$ cat src/rtl/tick_stop_gen.sv
// tick_stop_gen: free-running tick divider plus synchronised, debounced STOP button producing press pulses and a toggled stop level
//   ck        : board clock, rising edge
//   rs        : synchronous active-high reset
//   btn_stop  : raw asynchronous bouncy push-button, 1 = pressed
//   tick      : one-cycle pulse every DIV cycles
//   btn_clean : debounced button level
//   press     : one-cycle pulse on each debounced press
//   stop      : stop-mode level, toggles on every press
module tick_stop_gen #(
  parameter int DIV = 50000000,
  parameter int DB_CYCLES = 1000000
) (
  input  logic ck,
  input  logic rs,
  input  logic btn_stop,
  output logic tick,
  output logic btn_clean,
  output logic press,
  output logic stop
);
  localparam int DW = $clog2(DIV);
  localparam int CW = $clog2(DB_CYCLES) + 1;
  logic [DW-1:0] div_cnt;
  logic [CW-1:0] db_cnt;
  logic sync1, sync2, btn_clean_d, div_wrap, db_done, rise;
  always_comb begin
    div_wrap = div_cnt == DW'(DIV - 1);
    db_done  = db_cnt == CW'(DB_CYCLES - 1);
    rise     = btn_clean & ~btn_clean_d;
  end
  always_ff @(posedge ck) begin
    if (rs) begin
      sync1       <= 1'b0;
      sync2       <= 1'b0;
      db_cnt      <= '0;
      btn_clean   <= 1'b0;
      btn_clean_d <= 1'b0;
      press       <= 1'b0;
      div_cnt     <= '0;
      tick        <= 1'b0;
      stop        <= 1'b0;
    end else begin
      div_cnt     <= div_wrap ? '0 : div_cnt + 1'b1;
      tick        <= div_wrap;
      sync1       <= btn_stop;
      sync2       <= sync1;
      db_cnt      <= (sync2 == btn_clean || db_done) ? '0 : db_cnt + 1'b1;
      btn_clean   <= (sync2 != btn_clean && db_done) ? sync2 : btn_clean;
      btn_clean_d <= btn_clean;
      press       <= rise;
      stop        <= stop ^ rise;
    end
  end
endmodule

$ cat config.mk
export PLATFORM = sky130hd
export DESIGN_NAME = tick_stop_gen
export DESIGN_NICKNAME = d
export VERILOG_FILES = /design/src/rtl/tick_stop_gen.sv
export SDC_FILE = /design/constraint.sdc
export NUM_CORES = 1
export LEC_CHECK = 0
export BUFFER_PORTS_ARGS = -buffer_cell sky130_fd_sc_hd__buf_2
export CORE_ASPECT_RATIO = 2
export CORE_UTILIZATION = 61
export CTS_CLUSTER_SIZE = 30
export DETAILED_ROUTE_END_ITERATION = 8
export PLACE_DENSITY = 0.78
export SYNTH_ARGS = -nofsm -noshare
export SYNTH_HDL_FRONTEND = slang
export SYNTH_SLANG_ARGS = --single-unit
export TNS_END_PERCENT = 5
$ cat constraint.sdc
create_clock -name ck -period 2.5 [get_ports ck]
set_input_delay 0 -clock ck [delete_from_list [all_inputs] [get_ports ck]]
set_output_delay 0 -clock ck [all_outputs]
set_load 0.02 [all_outputs]
# After elaboration in Yosys (flattened, before gate mapping)

Index checks and enable logic that the tools add are counted.

Add/sub/neg operators: 2
Equality and inequality tests: 4
Bitwise operators: 3
Reduce and logical (&&, ||, !) cells: 4

Operator list:

| operator                                               | number |
|---|---|
| adder 26 x 1 -> 26 bit (second input constant)         | 1 |
| equality test 26 bit (second input constant)           | 1 |
| adder 21 x 1 -> 21 bit (second input constant)         | 1 |
| equality test 21 x 20 -> 1 bit (second input constant) | 1 |
| OR reduction 2 bit                                     | 2 |
| bitwise AND 1 bit                                      | 1 |
| equality test 1 bit                                    | 1 |
| logical AND 1 bit                                      | 1 |
| logical OR 1 bit                                       | 1 |
| inequality test 1 bit                                  | 1 |
| inverter 1 bit                                         | 1 |
| bitwise XOR 1 bit                                      | 1 |

Register bits after elaboration: 54
Output and inout bits: 4
Logic and storage cells: 22

# Depth between registers and ports, before layout

Word-level depth: 3
Mapped depth: 6

# Least setup slack after synthesis

No wires, ideal clock.

Path type: register -> register
Start: register div_cnt[0]
End: register div_cnt[10]
Setup time: 0.128 ns
Data arrival time: 1.692 ns
Data required time: 2.372 ns
Slack: 0.680 ns
Stages on the path, launching flop included: 7
Path buffers: 1
Period minus slack after synthesis: 1.820 ns
Cells stage by stage: dfxtp_1 -> ha_1 -> and2_1 -> nand2_1 -> o31ai_1 -> clkbuf_1 -> nor2_1

Word-level cells in the longest chain between the ends: 2

Ends and longest elaborated chain:

| item                                                                           | RTL line | RTL |
|---|---|---|
| from (decl)                                                                    | 23       | `logic [DW-1:0] div_cnt;` |
| from (signal assigned)                                                         | 43       | `div_cnt <= div_wrap ? '0 : div_cnt + 1'b1;` |
| parallel branches: the longest is 2 deep, another holds adder 26 x 1 -> 26 bit | -        |  |

Several ways; the timed one is not identified.
A chain may end at the register's enable or synchronous reset.

# Worst setup path in the final report

Start: register div_cnt[3]
End: register div_cnt[22]

Same word-level chain as after synthesis.

==> metrics.csv <==
stage;metric;value;unit
power;total_leakage_power;0.821;nW
clock_network;cts_max_path_buffers;2;
placement;port_buffers;6;
clock_network;clockRootBuffer;clkbuf_8;
detailed_routing;avgViaCountPerCell;5.83;
worst_setup_path;critical_path.max_fanout;11;
cells_and_area;final_area;0.00259;sq mm
power;design_power_total;0.00148;W
worst_setup_path;r2r_slack;0.48;ns
clock_network;h-tree-depth;2;
cells_and_area;fillers;318;
detailed_routing;avgRoutedWirePerCell;14.0;microns
detailed_routing;drc;0;
timing;setup_tns;0;ns
synth;syn-num-nets;278;
clock_network;cts.sinks;54;
timing;hold_viol_final;0;
floorplan;fp.dieArea;0.00418;sq mm
timing;clock.fmax;0.495;GHz
grt;antenna_found_initial;0;
clock_network;cts_resized;0;
detailed_routing;drtAntennaViolNets;0;
floorplan;die_width;46.2;microns
run_status;outcome;complete, no violations;
synth;ys_types;35;
floorplan;ios;7;
placement;post-dp-hpwl;3320;microns
power;max-vdd-ir-drop;0.000588;V
grt;grt_first_pass_wirelength;7780;microns
power;power_density;573;mW/mm^2
synth;ys_ff_latch;54;
worst_hold_path;min_path_type;flop to flop;
timing;finalSetupViolations;0;
synth;netlist_area;0.00239;sq mm
detailed_routing;drt_iter0_drc;52;
floorplan;die_y;90.5;microns
timing;rsz0062_at_grt;no;
cells_and_area;final_nets;285;
worst_setup_path;cp-start-kind;flop;
worst_setup_path;worstSetupPathType;flop to flop;
synth;seq_area_frac_synth;45.3;%
timing;fin_crit;2.02;ns
detailed_routing;postRouteWirelength;4630;microns
timing;finClkSkew;0.0102;ns
grt;gr-usage-all-layers;25.0;%
placement;place_congestion;0.795;
worst_setup_path;cp-end-kind;flop;
clock_network;cts_buffers;5;
grt;overflow;0;
cells_and_area;layout_commonest_cell;dfxtp_1;
clock_network;cts_tree;yes;
cells_and_area;area_growth;8.44;%
clock_network;worstSkewPairLatency;0.31;ns
grt;grt_pass1_vias;1845;
synth;syn_inst;273;
floorplan;rows;31;
detailed_routing;num_vias;1925;
synth;avgSynthCellArea;8.74;sq um
cells_and_area;drive_gt1_share;9.25;%
worst_setup_path;cp_data_arrival_time;2.26;ns
clock_network;post-cts-setup-buffers;0;
placement;place_area;0.00245;sq mm
grt;grt_max_degree;26;
timing;slew_violations;0;
cells_and_area;num_antenna_cells;0;
flow_run;max_cap_violations;0;
floorplan;start_util;64.8;%
clock_network;clk_pin_slew_worst_paths;0.10;ns
cells_and_area;mostFrequentLayoutCells;dfxtp_1 (54), nor2_1 (29), nand2_1 (17), a21oi_1 (17);
synth;yosys-top-cells-area;dfxtp_1 (45%), xor2_1 (5.9%), nor2_1 (4.6%);
timing;maxSlewHeadroom;75.0;%
timing;fin_crit_sh;80.7;%
synth;yosysTopAreaCellShare;45.3;%
detailed_routing;firstDrtPassIters;4;
worst_setup_path;cp_data_required_time;2.74;ns
synth;synth_top_area_cell;dfxtp_1;
timing;worst_pin_slew;0.374;ns
synth;yosys_warnings;0;
floorplan;core_area;0.00368;sq mm
==> timing repair <==
action                                 in CTS  in global routing
hold buffers                                3                  0
setup endpoints to repair                   0                  0
endpoints found under the hold margin       5                  0
==> critical path, stage by stage, from the launching register on <==
cell	delay [ns]
dfxtp_1	0.44
nand4_2	0.20
or4_1	0.71
or4_1	0.45
a21oi_1	0.15
==> report_power, final <==
| part | internal, W | total, W | leakage [nW] | switching [W] |
|---|---|---|---|---|
| Sequential | 0.000866 | 0.000870 | 0.436 | 0.00000476 |
| Clock | 0.000299 | 0.000583 | 0.0514 | 0.000284 |
| Combinational | 0.0000124 | 0.0000302 | 0.334 | 0.0000178 |
| Total | 0.00118 | 0.00148 | 0.821 | 0.000307 |
==> stage by stage <==
stage / instances / hold WS (ns) / util [%] / worst slack, ns
after floorplan: 273 / 0.128 / - / 0.680
after global placement: 319 / 0.229 / 66.4 / 0.558
after detailed placement: 319 / 0.234 / 66.4 / 0.506
after CTS: 330 / 0.460 / 70.2 / 0.464
after global routing: 330 / 0.492 / 70.2 / 0.367
final: 330 / 0.462 / 70.2 / 0.481
==> flip-flops by register name (all words and copies together), names as in the netlist <==
| register | cells |
|---|---|
| div_cnt | 26 |
| db_cnt | 21 |
| btn_clean | 1 |
| btn_clean_d | 1 |
| press | 1 |
| stop | 1 |
| sync1 | 1 |
| sync2 | 1 |
| tick | 1 |
==> worst paths after layout <==
| path | from | to | cells past startpoint |
|---|---|---|---|
| worst max register to register | div_cnt[3]$_SDFF_PP0_ | div_cnt[22]$_SDFF_PP0_ | 4 |
| worst min-delay path | db_cnt[0]$_SDFF_PP0_ | db_cnt[0]$_SDFF_PP0_ | 1 |
| worst max-delay path | div_cnt[3]$_SDFF_PP0_ | div_cnt[22]$_SDFF_PP0_ | 4 |
| worst min register to register | db_cnt[0]$_SDFF_PP0_ | db_cnt[0]$_SDFF_PP0_ | 1 |
==> layout make-up <==
cell class | count | area [sq um] | area share (%)
clock inverters | 2 | 37.5 | 1.45
flip-flops and latches | 54 | 1080 | 41.8
multi-input cells | 201 | 1230 | 47.5
well taps | 49 | 61.3 | 2.37
inverters | 6 | 22.5 | 0.870
repair buffers | 12 | 82.6 | 3.19
clock buffers | 6 | 72.6 | 2.80
==> logic make-up after synthesis <==
family | Yosys count | synth area share, %
DFF | 54 | 45.3
buffers and inverters | 18 | 3.36
xor gates and xnor gates | 24 | 8.81
adders and majority gates | 2 | 1.05
AOI/OAI and AO/OA | 46 | 11.5
and+or+nand+nor | 129 | 29.9
==> synthesized netlist by cell type (all sizes together) <==
library cell  number
xor2              16
and4               6
a21oi             19
xnor2              8
and2               6
nand3b             1
o41ai              1
nor3               4
and3               3
nor4               5
nor4b              1
o31ai              6
or3               15
nand2             17
o21ai             16
or4                7
inv                6
nand4             13
clkbuf             7
dfxtp             54
nor2              29
o31a               2
nor4bb             2
nor2b              4
buf                5
ha                 2
o21ba              2
nand3             16
==> per-layer routing <==
metal / GRT usage, % / share of wire (%)
met3: 5.00 / 2.0
met4: 12.0 / 2.9
met2: 43.7 / 56
met5: 0 / 0
met1: 26.2 / 39
Power figures use the tool's default switching activity.
